<file path="src/rtl/spi_arb_pkg.sv">
// rtl/spi_arb_pkg.sv - shared types and constants for the SPI arbiter
package spi_arb_pkg;

  typedef enum logic [1:0] {IDLE, ISSUE, WAIT, DONE} arb_st_t;

  localparam int CMD_W = 16;
  localparam logic [CMD_W-1:0] TMO_DATA = 16'hFFFF;

endpackage

</file>
<file path="src/rtl/spi_arb_rr_pick.sv">
// rtl/spi_arb_rr_pick.sv - combinational winner selection, round-robin or fixed priority
module rr_pick
  import spi_arb_pkg::*;
#(
  parameter int NREQ      = 2,
  parameter int PRIO_MODE = 0
) (
  input  logic [NREQ-1:0]         req,
  input  logic [$clog2(NREQ)-1:0] ptr,
  output logic [NREQ-1:0]         win,
  output logic [$clog2(NREQ)-1:0] idx
);

  localparam int PW = $clog2(NREQ);

  logic [PW-1:0] cand;
  logic          found;

  // Round-robin scans from the slot after the last winner; fixed priority scans from 0.
  always_comb begin
    win   = '0;
    idx   = '0;
    cand  = '0;
    found = 1'b0;
    for (int k = 0; k < NREQ; k++) begin
      if (PRIO_MODE != 0) cand = PW'(k);
      else                cand = PW'((int'(ptr) + 1 + k) % NREQ);
      if (!found && req[cand]) begin
        found     = 1'b1;
        win[cand] = 1'b1;
        idx       = cand;
      end
    end
  end

endmodule

</file>
<file path="src/rtl/spi_arb.sv">
// rtl/spi_arb.sv - grants one requester per 16-bit SPI transaction and returns its read data
module spi_arb
  import spi_arb_pkg::*;
#(
  parameter int NREQ      = 2,
  parameter int PRIO_MODE = 0,
  parameter int TMO_CYC   = 4096
) (
  input  logic                  clk,
  input  logic                  rst,
  input  logic [NREQ-1:0]       req,
  input  logic [CMD_W*NREQ-1:0] wdata,
  output logic [NREQ-1:0]       gnt,
  output logic [NREQ-1:0]       done,
  output logic [CMD_W-1:0]      rdata,
  output logic                  tmo_err,
  output logic                  busy,
  output logic                  spi_wrt,
  output logic [CMD_W-1:0]      spi_cmd,
  input  logic                  spi_done,
  input  logic [CMD_W-1:0]      spi_rd
);

  localparam int PW = $clog2(NREQ);
  localparam int CW = $clog2(TMO_CYC);

  arb_st_t          state, state_n;
  logic [NREQ-1:0]  gnt_n, done_n, win;
  logic [CMD_W-1:0] rdata_n, cmd_n;
  logic             tmo_n, wrt_n;
  logic [PW-1:0]    ptr, ptr_n, owner, owner_n, win_idx;
  logic [CW-1:0]    cnt, cnt_n;
  logic [CMD_W-1:0] cmd_arr [NREQ];

  for (genvar i = 0; i < NREQ; i++) begin : g_cmd
    assign cmd_arr[i] = wdata[CMD_W*i +: CMD_W];
  end

  rr_pick #(
    .NREQ      (NREQ),
    .PRIO_MODE (PRIO_MODE)
  ) u_pick (
    .req (req),
    .ptr (ptr),
    .win (win),
    .idx (win_idx)
  );

  assign busy = (state != IDLE);

  always_ff @(posedge clk) begin
    if (rst) begin
      state   <= IDLE;
      gnt     <= '0;
      done    <= '0;
      rdata   <= '0;
      tmo_err <= 1'b0;
      spi_wrt <= 1'b0;
      spi_cmd <= '0;
      ptr     <= PW'(NREQ-1);
      owner   <= '0;
      cnt     <= '0;
    end else begin
      state   <= state_n;
      gnt     <= gnt_n;
      done    <= done_n;
      rdata   <= rdata_n;
      tmo_err <= tmo_n;
      spi_wrt <= wrt_n;
      spi_cmd <= cmd_n;
      ptr     <= ptr_n;
      owner   <= owner_n;
      cnt     <= cnt_n;
    end
  end

  // Every output is a register, so each pulse is set on the edge that enters its state.
  always_comb begin
    state_n = state;
    gnt_n   = gnt;
    done_n  = '0;
    rdata_n = rdata;
    tmo_n   = 1'b0;
    wrt_n   = 1'b0;
    cmd_n   = spi_cmd;
    ptr_n   = ptr;
    owner_n = owner;
    cnt_n   = cnt;
    case (state)
      IDLE: begin
        if (|req) begin
          gnt_n   = win;
          owner_n = win_idx;
          cmd_n   = cmd_arr[win_idx];
          state_n = ISSUE;
        end
      end
      ISSUE: begin
        wrt_n   = 1'b1;
        cnt_n   = '0;
        state_n = WAIT;
      end
      WAIT: begin
        if (spi_done) begin
          rdata_n = spi_rd;
          done_n  = gnt;
          gnt_n   = '0;
          state_n = DONE;
        end else if (cnt == CW'(TMO_CYC-1)) begin
          rdata_n = TMO_DATA;
          tmo_n   = 1'b1;
          done_n  = gnt;
          gnt_n   = '0;
          state_n = DONE;
        end else begin
          cnt_n = cnt + CW'(1);
        end
      end
      DONE: begin
        ptr_n   = owner;
        state_n = IDLE;
      end
      default: state_n = IDLE;
    endcase
  end

endmodule

</file>
<file path="config.mk">
export PLATFORM = sky130hd
export DESIGN_NAME = spi_arb
export DESIGN_NICKNAME = d
export VERILOG_FILES = /design/src/rtl/spi_arb_pkg.sv /design/src/rtl/spi_arb_rr_pick.sv /design/src/rtl/spi_arb.sv
export SDC_FILE = /design/constraint.sdc
export NUM_CORES = 1
export LEC_CHECK = 0
export CAP_MARGIN = 20
export CORE_MARGIN = 2
export CORE_UTILIZATION = 45
export CTS_BUF_LIST = sky130_fd_sc_hd__clkbuf_2
export DETAILED_ROUTE_END_ITERATION = 10
export GPL_TIMING_DRIVEN = 0
export PLACE_DENSITY = 0.81
export SETUP_SLACK_MARGIN = 0.2
export SYNTH_ARGS = -nofsm -noshare
export SYNTH_HDL_FRONTEND = slang
export SYNTH_SLANG_ARGS = --single-unit
</file>
<file path="constraint.sdc">
create_clock -name clk -period 2.1 [get_ports clk]
set_input_delay 0.525 -clock clk [delete_from_list [all_inputs] [get_ports clk]]
set_output_delay 0.525 -clock clk [all_outputs]
set_load 0.1 [all_outputs]
</file>
; Yosys cells after proc, flatten, opt, wreduce, memory -nomap -nowiden
; Cells that the tools add are included.
[totals]
regBits = 54
ramBits = 0
romBits = 0
latchBits = 0
mem_count = 0
input_bits = 53
[classes]
div_mod_pow = 0
shifts = 0
addsub = 3
eq_ne = 8
n_mux = 33
n_mul = 0
reduce_logical = 17
order_cmp = 5
bitwise = 3
[ops]
columns = op, n
row1 = two-way mux 16 bit, 5
row2 = two-way mux 12 bit, 2
row3 = one-hot mux 12 bit (2 select lines), 1
row4 = two-way mux 2 bit, 10
row5 = "adder 12 x 1 -> 12 bit, second input constant", 1
row6 = "equality test 12 bit, second input constant", 1
row7 = two-way mux 1 bit, 11
row8 = one-hot mux 2 bit (4 select lines), 1
row9 = nonzero test 2 bit, 4
row10 = "inequality test 2 bit, second input constant", 3
row11 = AND reduction 2 bit, 3
row12 = AND reduction 3 bit, 2
row13 = "equality test 2 bit, second input constant", 2
row14 = "< comparator 1 x 2 -> 1 bit, second input constant", 2
row15 = one-hot mux 2 bit (2 select lines), 1
row16 = OR reduction 2 bit, 2
row17 = logical AND 1 bit, 3
row18 = "inequality test 3 bit, second input constant", 1
row19 = OR reduction 3 bit, 1
row20 = "adder 1 bit, second input constant", 2
row21 = demux 1 bit (select 1 bit), 2
row22 = "equality test 2 x 1 -> 1 bit, second input constant", 1
row23 = "greater-or-equal comparator 1 bit, second input constant", 2
row24 = "greater-or-equal comparator 2 bit, second input constant", 1
row25 = other kinds (5), 5

; Logic depth before layout (Yosys ltp)
; Gate-level depths: netlist (run 1).
[depth]
word_depth = 11
mapped_depth = 7
ltp_nobuf = 6

; By module
; From an unflattened synthesis (run 1), not the netlist that was laid out.
[unflattened]
cells_unflattened = 268
hier_area_um2 = 2462.4
[modules_own_cells]
columns = module, instances, area_each_um2, cells_each
row1 = spi_arb, 1, 2436.1, 264
row2 = rr_pick, 1, 26.3, 4

; Worst setup path before layout (run 1)
; No wires, ideal clock.
[synth_timing]
kind = register to register
from = register state[0]
to = register gnt[0]
required_ns = 2.030
period_less_slack_ns = 2.196
path_stages_with_launch = 7
setup_time_ns = 0.070
t_arrival_ns = 2.125
slack_ns = -0.096
path_cell_list = dfxtp_1 inv_1 ha_1 inv_1 nor3_1 or4_1 a21oi_1
[synth_between]
elab_chain_cells = 3
[synth_lines]
columns = item, line_no
row1 = "start, declared", spi_arb.sv:27  ; arb_st_t state, state_n;
row2 = "start signal, assigned", spi_arb.sv:64  ; state <= state_n;
row3 = equality test 2 bit / zero test 2 bit (equally long branches), spi_arb.sv:89  ; case (state)
row4 = inequality test 3 bit (no line) (tied with other cells), --
row5 = AND reduction 3 bit (no line), --
row6 = "end signal, assigned", spi_arb.sv:65  ; gnt <= gnt_n;
row7 = "end, declared", spi_arb.sv:13  ; output logic [NREQ-1:0] gnt,
; Several ways; a longest one is shown, not always the timed one.
; A chain may end at the register's enable or synchronous reset.

; Worst setup path after layout (run 1)
[layout_timing]
from = register state[0]
to = output busy
[layout_between]
elab_chain_cells = 1
[layout_lines]
columns = item, line_no
row1 = nonzero test 2 bit, spi_arb.sv:49  ; assign busy = (state != IDLE);
row2 = "end, declared", spi_arb.sv:17  ; output logic busy,
; No other way between the ends.

==> reports/qor.yml, run 1 <==
crit_fanout: 4
min_path_type: "in -> reg"
end_kind: "output port"
syn_to_final_growth_pct: 43.2
p_seq_frac: 0.309
path_clk_slew_ps: 270
min_path_cells: 2
synth_area_um2: 2440
synthArstFlopShare: 0
path_class: "reg -> out"
power_density_nw_per_um2: 1230
fin_crit_ps: 1950
post-place-cells: 437
worst-r2r-cell-count: 6
vias_per_cell: 5.32
cap_violations: 0
finalNonFillerCells: 455
drt_wl_total_um: 6410
maxSlewHeadroom: 0.602
slowest_stage: "dfxtp_2"
dieArea_um2: 6020
initial_core_util: 0.471
grt_max_degree: 17
fp.coreArea_um2: 5170
die_w_um: 77.6
yosysSeqAreaShare: 0.444
num_vias: 2421
grt_antenna_before_repair: 0
rows: 26
syn_inst: 277
worstSetupStartpoint: "state[0]"
synth_nets: 336
synth_ff_type: "dfxtp_1"
path_cells: "inv_4 > ha_4 > clkinvlp_4 > buf_12"
wl_per_cell_um: 14.1
root_buffer: "clkbuf_2"
final_max_slew_viol_count: 0
leakage_nw: 1.39
rsz0062_at_grt: "true"
hold_viol: 0
cp-start-kind: "register"
skew_ps: 19.7
final_nets: 443
diodes: 0
fin_crit_sh: 0.927
ys_warn_count: 0
clk_path_buf_depth: 2
outcome: "complete, no violations"
detail-route-antenna-nets: 0
dp_hpwl_um: 4740
synth_edf_count: 0
cp.depth: 4
drc: 0
first_global_vias: 2337
die_h_um: 77.6
ios: 92
power_switching_mw: 2.33
numCtsBuffers: 5
tightest_slew_ps: 596
crit_end: "busy"
cts.sinks: 54
gp_congestion: 0.861
crit_required_ps: 1570
cp_num_buf_inv: 3
ir_drop_mv: 0.814
clock_latency_ps: 440
cts_tree: "built"
syn_avg_cell_area_um2: 8.80
p_int_mw: 1.96
sw_frac_of_total: 0.543
io_buffers: 90
drive_gt1_frac: 0.218
crit_arrival_ps: 1420
fin_util: 0.675
crit_family: "flip-flops"
first_pass_iters: 4
ys_ff_latch: 54
slowest_delay_ps: 410
place_area_um2: 3480
r2r_start: "state[0]"
stdcell_area_um2: 3490
h-tree-depth: 2
p_clk_frac: 0.092
setup-violations-final: 0
max_freq_ghz: 0.514
synthDistinctLibCells: 42
track_usage: 0.212
grt_pass1_wl_um: 10400
hold-worst-slack_ps: 409
r2r-end: "cnt[7]"
p_comb_frac: 0.599
gr-total-overflow: 0
drt_iter0_drc: 120
ff2ff_setup_slack_ps: 290
==> through the flow <==
stage                     setup TNS, ps  worst slack [ps]  power, mW
after global routing                  0              69.0       4.52
after global placement            -4850              -328       3.87
final                                 0               153       4.29
after floorplan                       0               216       3.27
after detailed placement          -5650              -335       3.90
after CTS                             0              16.9       4.17
==> cell usage in the layout, fill, tap and decap left out, types with 6 or more instances in the layout <==
cell type,synthesis,final
nand3_1,7,6
dfxtp_1,54,50
inv_1,23,20
a211oi_1,16,16
mux2i_1,18,18
nor2_1,20,19
buf_2,3,38
nand2_1,14,14
clkdlybuf4s50_1,0,51
clkbuf_1,12,6
a21oi_1,27,27
buf_4,1,10
clkbuf_2,0,8
o21ai_0,20,20
==> registers in the layout (all words and copies together) (netlist names) <==
name and flops:
state 2, owner 1, done 2, spi_wrt 1, gnt 2, ptr 1
cnt 12, spi_cmd 16, tmo_err 1, rdata 16
==> worst min path at each step <==
stage,to,start
floorplan,cnt[11],cnt[11]
global placement,rdata[3],rdata[3]
detailed placement,rdata[2],rdata[2]
CTS,spi_wrt,rst
global route,spi_wrt,rst
finish,spi_wrt,rst
==> timing repair <==
action	4_1_cts	5_1_grt
buffers inserted	1	9
endpoints found under the hold margin	0	0
gates resized for setup	203	22
pin swaps	1	3
endpoints found under the setup margin	61	31
hold buffers	0	0
==> power by group through the flow <==
| stage | Sequential, mW | Clock, mW | Combinational, mW |
|---|---|---|---|
| global route | 1.35 | 0.445 | 2.72 |
| floorplan | 2.53 | 0 | 0.746 |
| CTS | 1.32 | 0.408 | 2.44 |
| global placement | 1.33 | 0 | 2.54 |
| finish | 1.33 | 0.393 | 2.57 |
| detailed placement | 1.35 | 0 | 2.56 |
==> kinds of logic after synthesis <==
kind of cell    share of synthesized area
fa+ha+maj                          0.0308
simple gates                        0.173
mux                                0.0739
compound gates                      0.216
flops                               0.444
buf+inv                            0.0631
==> Yosys cell counts (all sizes together), types with 3 or more instances <==
cell,number,area (um2)
clkbuf,12,45.0
and3,3,18.8
ha,6,75.1
or3,4,25.0
o31ai,5,42.5
a211oi,16,120
a21oi,27,135
buf,4,22.5
nand2,14,52.6
mux2i,18,180
nand3,7,35.0
nand3b,5,37.5
o21ai,22,110
inv,23,86.3
dfxtp,54,1080
nand4,4,46.3
nand2b,5,31.3
or4,4,30.0
nor2,20,75.1
==> cell type report <==
cell class / instances / area (um2)
fill: 452 / 1680
multi-input combinational: 184 / 1280
sequential: 54 / 1090
timing repair buffer: 100 / 798
buffer: 16 / 104
inverter: 23 / 92.6
tap: 70 / 87.6
clock buffer: 5 / 25.0
clock inverter: 3 / 16.3
==> routing by layer <==
layer	GRT usage	routed length (um)
met5	0	0
met4	0.0643	44
met3	0.0709	535
met2	0.374	3270
met1	0.241	2560
(Power assumes the default switching activity.)
==> run 2, diff against run 1 <==
--- a/config.mk
+++ b/config.mk
@@ -5,7 +5,6 @@
 export SDC_FILE = /design/constraint.sdc
 export NUM_CORES = 1
 export LEC_CHECK = 0
-export CAP_MARGIN = 20
 export CORE_MARGIN = 2
 export CORE_UTILIZATION = 45
 export CTS_BUF_LIST = sky130_fd_sc_hd__clkbuf_2
@@ -15,4 +14,5 @@
 export SETUP_SLACK_MARGIN = 0.2
 export SYNTH_ARGS = -nofsm -noshare
 export SYNTH_HDL_FRONTEND = slang
+export SYNTH_HIERARCHICAL = 1
 export SYNTH_SLANG_ARGS = --single-unit
==> run 2 against run 1 <==
Synthesized area up 1.0%. Sequential cell count is the same. Routed wire length shrank 2.9%. Largest cell class unchanged. Worst setup slack better by 110 ps.
==> reports/qor.yml, run 2 <==
cts_hold_buf: 0  # unchanged
synth_area_leaders: "dfxtp_1 44%, nor2_1 8.2%, mux2i_1 7.3%"
wl_per_cell_um: 14.2  # +0.60%
path_cells: "clkdlybuf4s50_1 > a21boi_0 > clkbuf_2 > buf_4 > mux2i_1 > a211oi_1"
sw_frac_of_total: 0.535  # -0.00758
seqCellArea_um2: 1090  # +0.23%
fin_crit_ps: 1840  # -110 ps
min_path_type: "reg -> reg"
end_kind: "register"
crit_arrival_ps: 2180  # +760 ps
ys_ff_latch: 54  # unchanged
multi_input_area_um2: 1320  # +3.5%
initial_core_util: 0.473  # +0.00186
ir_drop_mv: 0.827  # +1.6%
crit_required_ps: 2440  # +870 ps
root_buffer: "clkbuf_2"
crit_family: "buffers and inverters"
diodes: 0  # unchanged
synth_top_cell_by_area: "dfxtp_1"
fp.coreArea_um2: 5200  # +0.63%
final_cell_mix: "54 x nor2_1, 51 x clkdlybuf4s50_1, 50 x dfxtp_1, 39 x buf_2"
path_class: "in -> reg"
first_pass_iters: 4  # unchanged
slowest_delay_ps: 560  # +150 ps
power_switching_mw: 2.43  # +4.2%
rsz0062_at_grt: "true"
maxSlewHeadroom: 0.634  # +0.0316
grt_pass1_wl_um: 9920  # -4.4%
p_seq_frac: 0.297  # -0.012
synth_nets: 327  # -2.7%
fillerInstances: 464  # +2.7%
syn_inst: 268  # -3.2%
gp_congestion: 0.858  # -0.33%
ios: 92  # unchanged
p_comb_frac: 0.594  # -0.005
final_max_slew_viol_count: 0  # unchanged
fin_crit_sh: 0.875  # -0.0522
cp-start-kind: "input port"
dieArea_um2: 6080  # +0.97%
tightest_slew_ps: 549  # -47.5 ps
first_global_vias: 2177  # -6.8%
synth_edf_count: 0  # unchanged
drt_iter0_drc: 151  # +26%
cts.sinks: 54  # unchanged
grt_antenna_before_repair: 0  # unchanged
die_h_um: 78.0  # +0.48%
h-tree-depth: 2  # unchanged
outcome: "complete, no violations"
num_vias: 2328  # -3.8%
synth_area_um2: 2460  # +1.0%
power_density_nw_per_um2: 1320  # +7.6%
gr-total-overflow: 0  # unchanged
final_common_cell: "nor2_1"
vias_per_cell: 5.30  # -0.34%
finalNonFillerCells: 439  # -3.5%
post-place-cells: 428  # -2.1%
rows: 26  # unchanged
path_clk_slew_ps: 250  # -20 ps
leakage_nw: 1.42  # +2.5%
cp_num_buf_inv: 3  # unchanged
clock_latency_ps: 430  # about the same
setup-violations-final: 0  # unchanged
max_freq_ghz: 0.544  # +6.0%
yosysTopAreaCellShare: 0.439  # -0.00451
hold_viol: 0  # unchanged
final_nets: 428  # -3.4%
drt_wl_total_um: 6220  # -2.9%
reg.largest.list: "rdata x16, spi_cmd x16, cnt x12"
die_w_um: 78.0  # +0.48%
drive_gt1_frac: 0.220  # +0.00133
slowest_stage: "clkdlybuf4s50_1"
clk_path_buf_depth: 2  # unchanged
drc: 0  # unchanged
numCtsBuffers: 5  # unchanged
synth_common_cells: "54 x dfxtp_1, 54 x nor2_1, 18 x mux2i_1, 18 x o21a_1, 17 x a211oi_1"
cts_tree: "built"
synthArstFlopShare: 0  # unchanged
stdcell_area_um2: 3430  # -1.7%
fin_tns_setup_ps: 0  # unchanged
detail-route-antenna-nets: 0  # unchanged
track_usage: 0.201  # -0.0108
ys_warn_count: 6  # +6
skew_ps: 9.14  # -10.5 ps
yosysSeqAreaShare: 0.439  # -0.00451
synth_ff_type: "dfxtp_1"
place_area_um2: 3450  # -0.72%
crit_fanout: 10  # +6
p_int_mw: 2.11  # +7.5%
dp_hpwl_um: 4530  # -4.5%
io_buffers: 90  # unchanged
cap_violations: 0  # unchanged
fin_util: 0.659  # -0.0158
syn_to_final_growth_pct: 39.3
grt_max_degree: 16  # -1
p_clk_frac: 0.109  # +0.017
syn_avg_cell_area_um2: 9.19  # +4.4%
synthDistinctLibCells: 49  # +17%
## run 2: layer usage
| layer | up-vias | track usage | share of wire |
|---|---|---|---|
| li1 | 1167 | - | - |
| met1 | 1051 | 0.236 | 0.42 |
| met2 | 104 | 0.346 | 0.47 |
| met3 | 6 | 0.0744 | 0.10 |
| met4 | 0 | 0.0561 | 0.011 |
| met5 | - | 0 | 0 |
## run 2: cells by family after synthesis
logic type,after synthesis,synth area share
fa+ha+maj,6,0.0305
buf+inv,23,0.0412
simple gates,90,0.180
mux,18,0.0732
flops,54,0.439
compound gates,77,0.236
## run 2: final cells by class
type                            instances  area share
Buffer                                 17      0.0255
Clock buffer                            5     0.00729
Clock inverter                          2     0.00985
Inverter                                6     0.00912
Multi-Input combinational cell        191       0.386
Sequential cell                        54       0.318
Tap cell                               70      0.0255
Timing Repair Buffer                   94       0.219
## run 2: worst paths after layout
kind             from          to  slack [ps]  cells past startpoint
min reg2reg  rdata[6]    rdata[6]         490                      1
min          rdata[6]    rdata[6]         490                      1
max            req[1]  spi_cmd[7]         260                      6
max reg2reg    cnt[0]      cnt[7]         320                      6
## run 2: per-stage QoR
stage                     hold WS [ps]  power [mW]  setup slack [ps]
after global placement             447        3.98              -510
after floorplan                    435        3.36               325
after global routing               517        4.76               186
final                              492        4.54               263
after CTS                          501        4.43               175
after detailed placement           452        4.01              -548
## run 2: worst register-to-register path, stage by stage, from the launching register on
cell	delay [ps]
dfxtp_2	410
ha_2	220
nand4_4	140
o31a_1	340
buf_6	140
a41o_1	220
a311oi_1	250
## run 2: repair_timing
| action | in CTS | in global routing |
|---|---|---|
| setup endpoints to repair | 68 | 43 |
| setup buffers | 0 | 4 |
| pin swaps | 0 | 2 |
| resized for setup | 196 | 31 |
| endpoints found under the hold margin | 0 | 0 |
## run 2: power by group through the flow
stage / Sequential (mW) / Combinational [mW] / Clock, mW
detailed placement: 1.36 / 2.65 / 0
global placement: 1.35 / 2.63 / 0
floorplan: 2.57 / 0.787 / 0
finish: 1.35 / 2.69 / 0.495
CTS: 1.34 / 2.58 / 0.513
global route: 1.37 / 2.83 / 0.553
